[config.mk]
export PLATFORM = sky130hd
export DESIGN_NAME = imem_arbiter_flat
export DESIGN_NICKNAME = d
export VERILOG_FILES = /design/src/rtl/imem_arbiter_pkg.sv /design/src/rtl/imem_arbiter_if.sv /design/src/rtl/imem_arbiter_rr_arb2.sv /design/src/rtl/imem_arbiter.sv /design/src/flat_wrapper.sv
export SDC_FILE = /design/constraint.sdc
export NUM_CORES = 1
export LEC_CHECK = 0
export ABC_AREA = 1
export BUFFER_PORTS_ARGS = -buffer_cell sky130_fd_sc_hd__buf_2
export CORE_AREA = 2 2 95 97
export DETAILED_ROUTE_END_ITERATION = 10
export DIE_AREA = 0 0 97 99
export HOLD_SLACK_MARGIN = 0.08
export PLACE_DENSITY = 0.8
export SYNTH_ARGS = -nofsm -noshare
export SYNTH_HDL_FRONTEND = slang
export SYNTH_SLANG_ARGS = --single-unit
[constraint.sdc]
create_clock -name clk -period 2.3 [get_ports clk]
set_input_delay 0.46 -clock clk [delete_from_list [all_inputs] [get_ports clk]]
set_output_delay 0.46 -clock clk [all_outputs]
set_load 0.01 [all_outputs]
[src/rtl/imem_arbiter_pkg.sv]
// Shared types and constants for the instruction-memory arbiter.
// Port 0 is the fetch path, port 1 the data-read path.
package imem_arb_pkg;

  typedef enum logic {PORT_F = 1'b0, PORT_D = 1'b1} port_e;

  localparam logic [1:0] ALIGN_MASK = 2'b11;

  function automatic logic is_misaligned(input logic [1:0] lsb);
    return (lsb & ALIGN_MASK) != 2'b00;
  endfunction

endpackage

[src/rtl/imem_arbiter_if.sv]
// Requester, memory and debug signals shared between the arbiter and its environment.
// slave is the arbiter's view; master is the requesters/memory view.
interface imem_arbiter_if #(
  parameter int unsigned ADDRESS_WIDTH = 32,
  parameter int unsigned DATA_WIDTH    = 32,
  parameter int unsigned CONT_WIDTH    = 16
);
  logic                     f_req;
  logic [ADDRESS_WIDTH-1:0] f_addr;
  logic                     f_gnt;
  logic                     f_rvalid;
  logic [DATA_WIDTH-1:0]    f_rdata;
  logic                     f_err;

  logic                     d_req;
  logic [ADDRESS_WIDTH-1:0] d_addr;
  logic                     d_gnt;
  logic                     d_rvalid;
  logic [DATA_WIDTH-1:0]    d_rdata;
  logic                     d_err;

  logic [ADDRESS_WIDTH-1:0] mem_a;
  logic [DATA_WIDTH-1:0]    mem_rd;
  logic [CONT_WIDTH-1:0]    cont_cnt;

  modport slave (
    input  f_req, f_addr, d_req, d_addr, mem_rd,
    output f_gnt, f_rvalid, f_rdata, f_err,
    output d_gnt, d_rvalid, d_rdata, d_err,
    output mem_a, cont_cnt
  );

  modport master (
    output f_req, f_addr, d_req, d_addr, mem_rd,
    input  f_gnt, f_rvalid, f_rdata, f_err,
    input  d_gnt, d_rvalid, d_rdata, d_err,
    input  mem_a, cont_cnt
  );
endinterface

[src/rtl/imem_arbiter_rr_arb2.sv]
// Two-request round-robin arbiter. Grant is combinational; last_grant
// only moves when something is granted, so fetch wins the first contention after reset.
module rr_arb2
  import imem_arb_pkg::*;
(
  input  logic       clk,
  input  logic       rst,
  input  logic [1:0] req,
  output logic [1:0] gnt,
  output port_e      sel
);

  port_e r_last_grant;

  always_comb begin
    sel = PORT_F;
    unique case (req)
      2'b01:   sel = PORT_F;
      2'b10:   sel = PORT_D;
      2'b11:   sel = (r_last_grant == PORT_F) ? PORT_D : PORT_F;
      default: sel = PORT_F;
    endcase
    gnt = req & ((sel == PORT_D) ? 2'b10 : 2'b01);
  end

  always_ff @(posedge clk) begin
    if (rst) begin
      r_last_grant <= PORT_D;
    end else if (|req) begin
      r_last_grant <= sel;
    end
  end

endmodule

[src/rtl/imem_arbiter.sv]
// Shares one combinational instruction memory between fetch and data reads:
// address mux, registered per-port responses, misalign flags and a contention counter.
module imem_arbiter
  import imem_arb_pkg::*;
#(
  parameter int unsigned ADDRESS_WIDTH = 32,
  parameter int unsigned DATA_WIDTH    = 32,
  parameter int unsigned CONT_WIDTH    = 16
) (
  input  logic          clk,
  input  logic          rst,
  imem_arbiter_if.slave bus
);

  logic [1:0]               w_req;
  logic [1:0]               w_gnt;
  port_e                    w_sel;
  logic [ADDRESS_WIDTH-1:0] w_addr [2];

  logic [1:0]               r_rvalid;
  logic [1:0]               r_err;
  logic [DATA_WIDTH-1:0]    r_rdata [2];
  logic [CONT_WIDTH-1:0]    r_cont;

  assign w_req     = {bus.d_req, bus.f_req};
  assign w_addr[0] = bus.f_addr;
  assign w_addr[1] = bus.d_addr;

  rr_arb2 u_rr_arb2 (
    .clk (clk),
    .rst (rst),
    .req (w_req),
    .gnt (w_gnt),
    .sel (w_sel)
  );

  // With no request the selector rests on fetch, so mem_a follows f_addr.
  assign bus.mem_a = (w_sel == PORT_D) ? bus.d_addr : bus.f_addr;

  always_ff @(posedge clk) begin
    if (rst) begin
      r_rvalid <= '0;
      r_err    <= '0;
      for (int i = 0; i < 2; i++) begin
        r_rdata[i] <= '0;
      end
    end else begin
      r_rvalid <= w_gnt;
      for (int i = 0; i < 2; i++) begin
        if (w_gnt[i]) begin
          r_rdata[i] <= bus.mem_rd;
          r_err[i]   <= is_misaligned(w_addr[i][1:0]);
        end
      end
    end
  end

  always_ff @(posedge clk) begin
    if (rst) begin
      r_cont <= '0;
    end else if (bus.f_req && bus.d_req && (r_cont != {CONT_WIDTH{1'b1}})) begin
      r_cont <= r_cont + {{(CONT_WIDTH-1){1'b0}}, 1'b1};
    end
  end

  assign bus.f_gnt    = w_gnt[0];
  assign bus.d_gnt    = w_gnt[1];
  assign bus.f_rvalid = r_rvalid[0];
  assign bus.d_rvalid = r_rvalid[1];
  assign bus.f_rdata  = r_rdata[0];
  assign bus.d_rdata  = r_rdata[1];
  assign bus.f_err    = r_err[0];
  assign bus.d_err    = r_err[1];
  assign bus.cont_cnt = r_cont;

endmodule
[src/flat_wrapper.sv]
// flat-port wrapper written by rule: the top's interface ports become plain ports
module imem_arbiter_flat import imem_arb_pkg::*;
#(
  parameter int unsigned ADDRESS_WIDTH = 32,
  parameter int unsigned DATA_WIDTH    = 32,
  parameter int unsigned CONT_WIDTH    = 16
)
  (clk, rst, bus_f_req, bus_f_addr, bus_d_req, bus_d_addr, bus_mem_rd, bus_f_gnt, bus_f_rvalid, bus_f_rdata, bus_f_err, bus_d_gnt, bus_d_rvalid, bus_d_rdata, bus_d_err, bus_mem_a, bus_cont_cnt);
  imem_arbiter_if #(.ADDRESS_WIDTH(ADDRESS_WIDTH), .DATA_WIDTH(DATA_WIDTH), .CONT_WIDTH(CONT_WIDTH)) bus_i ();
  input  logic clk;
  input  logic rst;
  input wire logic [$bits(bus_i.f_req)-1:0] bus_f_req;
  input wire logic [$bits(bus_i.f_addr)-1:0] bus_f_addr;
  input wire logic [$bits(bus_i.d_req)-1:0] bus_d_req;
  input wire logic [$bits(bus_i.d_addr)-1:0] bus_d_addr;
  input wire logic [$bits(bus_i.mem_rd)-1:0] bus_mem_rd;
  output wire logic [$bits(bus_i.f_gnt)-1:0] bus_f_gnt;
  output wire logic [$bits(bus_i.f_rvalid)-1:0] bus_f_rvalid;
  output wire logic [$bits(bus_i.f_rdata)-1:0] bus_f_rdata;
  output wire logic [$bits(bus_i.f_err)-1:0] bus_f_err;
  output wire logic [$bits(bus_i.d_gnt)-1:0] bus_d_gnt;
  output wire logic [$bits(bus_i.d_rvalid)-1:0] bus_d_rvalid;
  output wire logic [$bits(bus_i.d_rdata)-1:0] bus_d_rdata;
  output wire logic [$bits(bus_i.d_err)-1:0] bus_d_err;
  output wire logic [$bits(bus_i.mem_a)-1:0] bus_mem_a;
  output wire logic [$bits(bus_i.cont_cnt)-1:0] bus_cont_cnt;
  assign bus_i.f_req = bus_f_req;
  assign bus_i.f_addr = bus_f_addr;
  assign bus_i.d_req = bus_d_req;
  assign bus_i.d_addr = bus_d_addr;
  assign bus_i.mem_rd = bus_mem_rd;
  assign bus_f_gnt = bus_i.f_gnt;
  assign bus_f_rvalid = bus_i.f_rvalid;
  assign bus_f_rdata = bus_i.f_rdata;
  assign bus_f_err = bus_i.f_err;
  assign bus_d_gnt = bus_i.d_gnt;
  assign bus_d_rvalid = bus_i.d_rvalid;
  assign bus_d_rdata = bus_i.d_rdata;
  assign bus_d_err = bus_i.d_err;
  assign bus_mem_a = bus_i.mem_a;
  assign bus_cont_cnt = bus_i.cont_cnt;
  imem_arbiter #(.ADDRESS_WIDTH(ADDRESS_WIDTH), .DATA_WIDTH(DATA_WIDTH), .CONT_WIDTH(CONT_WIDTH)) u_core (.clk(clk), .rst(rst), .bus(bus_i));
endmodule
==> results.toml <==
[worst_hold_path]
hp-class = "input port to register"
hold_depth = 3

[routing]
via_per_inst = 4.64
drtAntennaViolNets = 0
wl_per_cell_um = 13.3
drt-initial-drc-count = 146
dr.pass1.iters = 6
drc = 0
routed_wl_um = 9870
via_count = 3431

[synth]
yosysUniqueCellTypes = 27
syn_nets = 505
ys_seq_area_share_pct = 63.2
synthCells = 404
syn_area_mm2 = 0.00371
avgSynthCellArea_um2 = 9.18
yosys_warnings = 0
synth-seq-cells = 85

[clocking]
path_clk_slew_ns = 0.09
cts_made_buffers = 9
cts-root-buf = "clkbuf_8"
max-clock-path-buffers = 2
cts_resized = 0
postCtsSetupBuffers = 0
cts_tree = "done"
insertion_delay_ns = 0.34
cts-htree-levels = 3
cts.sinks = 85
cts_hold_buf = 0

[sta]
rsz0062_at_grt = "no"
hold_viol = 0
setup_viol = 0
slew_viol_final = 0
setup_tns_ns = 0
period_share_pct = 84.1
final.min_clock_period_ns = 1.93
relSlewSlack_pct = 76.3
layout_setup_ws_ns = 0.365
max_freq_mhz = 517
worstMarginPinSlew_ns = 0.355
skew_ns = 0.0112

[finish]
area_delta_synth_final_pct = 38.3
drive_above_1_share_pct = 39.7
finalInstanceArea_mm2 = 0.00513
final_cell_mix = "buf_2 (217), nand2_1 (176), edfxtp_1 (64)"
insertedDiodeCount = 0
final_common_cell = "buf_2"
fin_nets = 728

[global_route]
grt_pass1_vias = 3217
grt_antenna_before_repair = 0
grt_max_degree = 34
grt_pass1_wl_um = 15200
grt_usage_pct = 20.0
grt_overflow_total = 0

[setup_path]
crit_top_cell = "nand2_1"
critPathArrivalTime_ns = 1.47
worstSetupStartpointType = "register"
required_ns = 1.84
max_stage_delay_ns = 0.32
reg2reg_depth = 8
criticalPathCategory = "register to output pin"
path_cells = "nand2_1 -> nand2_1 -> inv_1 -> buf_4 -> nand2_1 -> nand2_1 -> buf_2"
critical_path.max_fanout = 33
cpMaxStageDelayCell = "dfxtp_1"
end_kind = "output pin"

[die]
die_y_um = 99
die_w_um = 97
fp.coreArea_mm2 = 0.00855
dieArea_mm2 = 0.00960
initial_core_util_pct = 43.4
num_rows = 34
num_io_pins = 218

[power]
p_int_mw = 2.50
power_frac_comb_pct = 15.9
ir_drop_mv = 0.323
pwr-share-seq_pct = 53.3
power_density_mw_per_mm2 = 661
p_leak_nw = 2.80
power_frac_clock_pct = 30.8
swShare_pct = 26.1
switching_power_uw = 883

[flow_run]
maxCapViolations = 0

[placed_design]
placed_area_mm2 = 0.00493
gp_congestion = 0.946
dpl.hpwl_um = 7690
dp_slack_ns = 0.397
portBuffers = 217

[outcome]
status = "completed"
metal layers:
layer / part of all wire, % / wire [um] / vias to the layer above / track usage, %
li1: - / - / 1715 / -
met1: 37 / 3700 / 1505 / 22.3
met2: 51 / 5030 / 194 / 36.4
met3: 9.0 / 891 / 17 / 4.75
met4: 2.6 / 253 / 0 / 8.78
met5: 0 / 0 / - / 0
cell usage after synthesis (all sizes together):
cell type,number,area share [%]
nand2,178,18
edfxtp,64,52
inv,46,4.7
nor2,44,5.3
dfxtp,21,11
nand3,15,2.2
buf,11,2.0
a21oi,9,1.3
nand4,5,1.2
nand3b,2,0.40
nor3,2,0.27
a31oi,1,0.17
clkbuf,1,0.10
clkinv,1,0.10
ha,1,0.34
nor3b,1,0.20
o21ai,1,0.13
xor2,1,0.24
flip-flops by register name, summed over array words and instances (netlist names):
signal and cells:
u_core.r_err 2, u_core.u_rr_arb2.r_last_grant 1, u_core.bus.cont_cnt 16, u_core.r_rdata 64, u_core.r_rvalid 2
power groups by stage:
stage | Combinational (mW) | Sequential [mW] | Clock [mW]
floorplan | 0.191 | 1.90 | 0
global placement | 0.536 | 1.83 | 0
detailed placement | 0.547 | 1.84 | 0
CTS | 0.548 | 1.81 | 1.08
global route | 0.595 | 1.82 | 1.14
finish | 0.540 | 1.81 | 1.04
cells by family after synthesis:
| logic type | synth area share (%) |
|---|---|
| and+or+nand+nor | 27.8 |
| adders and majority gates | 0.337 |
| buffers and inverters | 6.85 |
| DFF | 63.2 |
| xor gates and xnor gates | 0.236 |
| AOI/OAI and AO/OA | 1.62 |
final timing paths:
check | from | end | slack (ns)
worst min-delay path | bus_f_addr[0] | u_core.r_err[0] | 0.35
worst min register to register | u_core.bus.cont_cnt[15] | u_core.bus.cont_cnt[15] | 0.48
worst max-delay path | u_core.u_rr_arb2.r_last_grant | bus_mem_a[1] | 0.37
worst max register to register | u_core.u_rr_arb2.r_last_grant | u_core.r_rdata[0][47] | 0.62
critical path, delay by kind of cell, from the launching register on:
kind	cells	cell delay [ns]
simple gates	4	0.35
flops	1	0.32
buf+inv	3	0.47
stage by stage:
| step | hold slack [ns] | utilization, % | total power [mW] | cells |
|---|---|---|---|---|
| floorplan | 0.442 | - | 2.09 | 404 |
| global placement | 0.458 | 57.6 | 2.37 | 724 |
| detailed placement | 0.471 | 57.6 | 2.39 | 724 |
| CTS | 0.328 | 60.0 | 3.43 | 740 |
| global route | 0.347 | 60.0 | 3.55 | 740 |
| finish | 0.347 | 60.0 | 3.39 | 740 |
area by class of cell:
type,count,area [um^2]
Inverter,47,176
Multi-Input combinational cell,260,1110
Clock buffer,10,128
Fill cell,759,3420
Tap cell,108,135
Clock inverter,6,71.3
Sequential cell,85,2340
Timing Repair Buffer,224,1160
(Power assumes the default switching activity.)
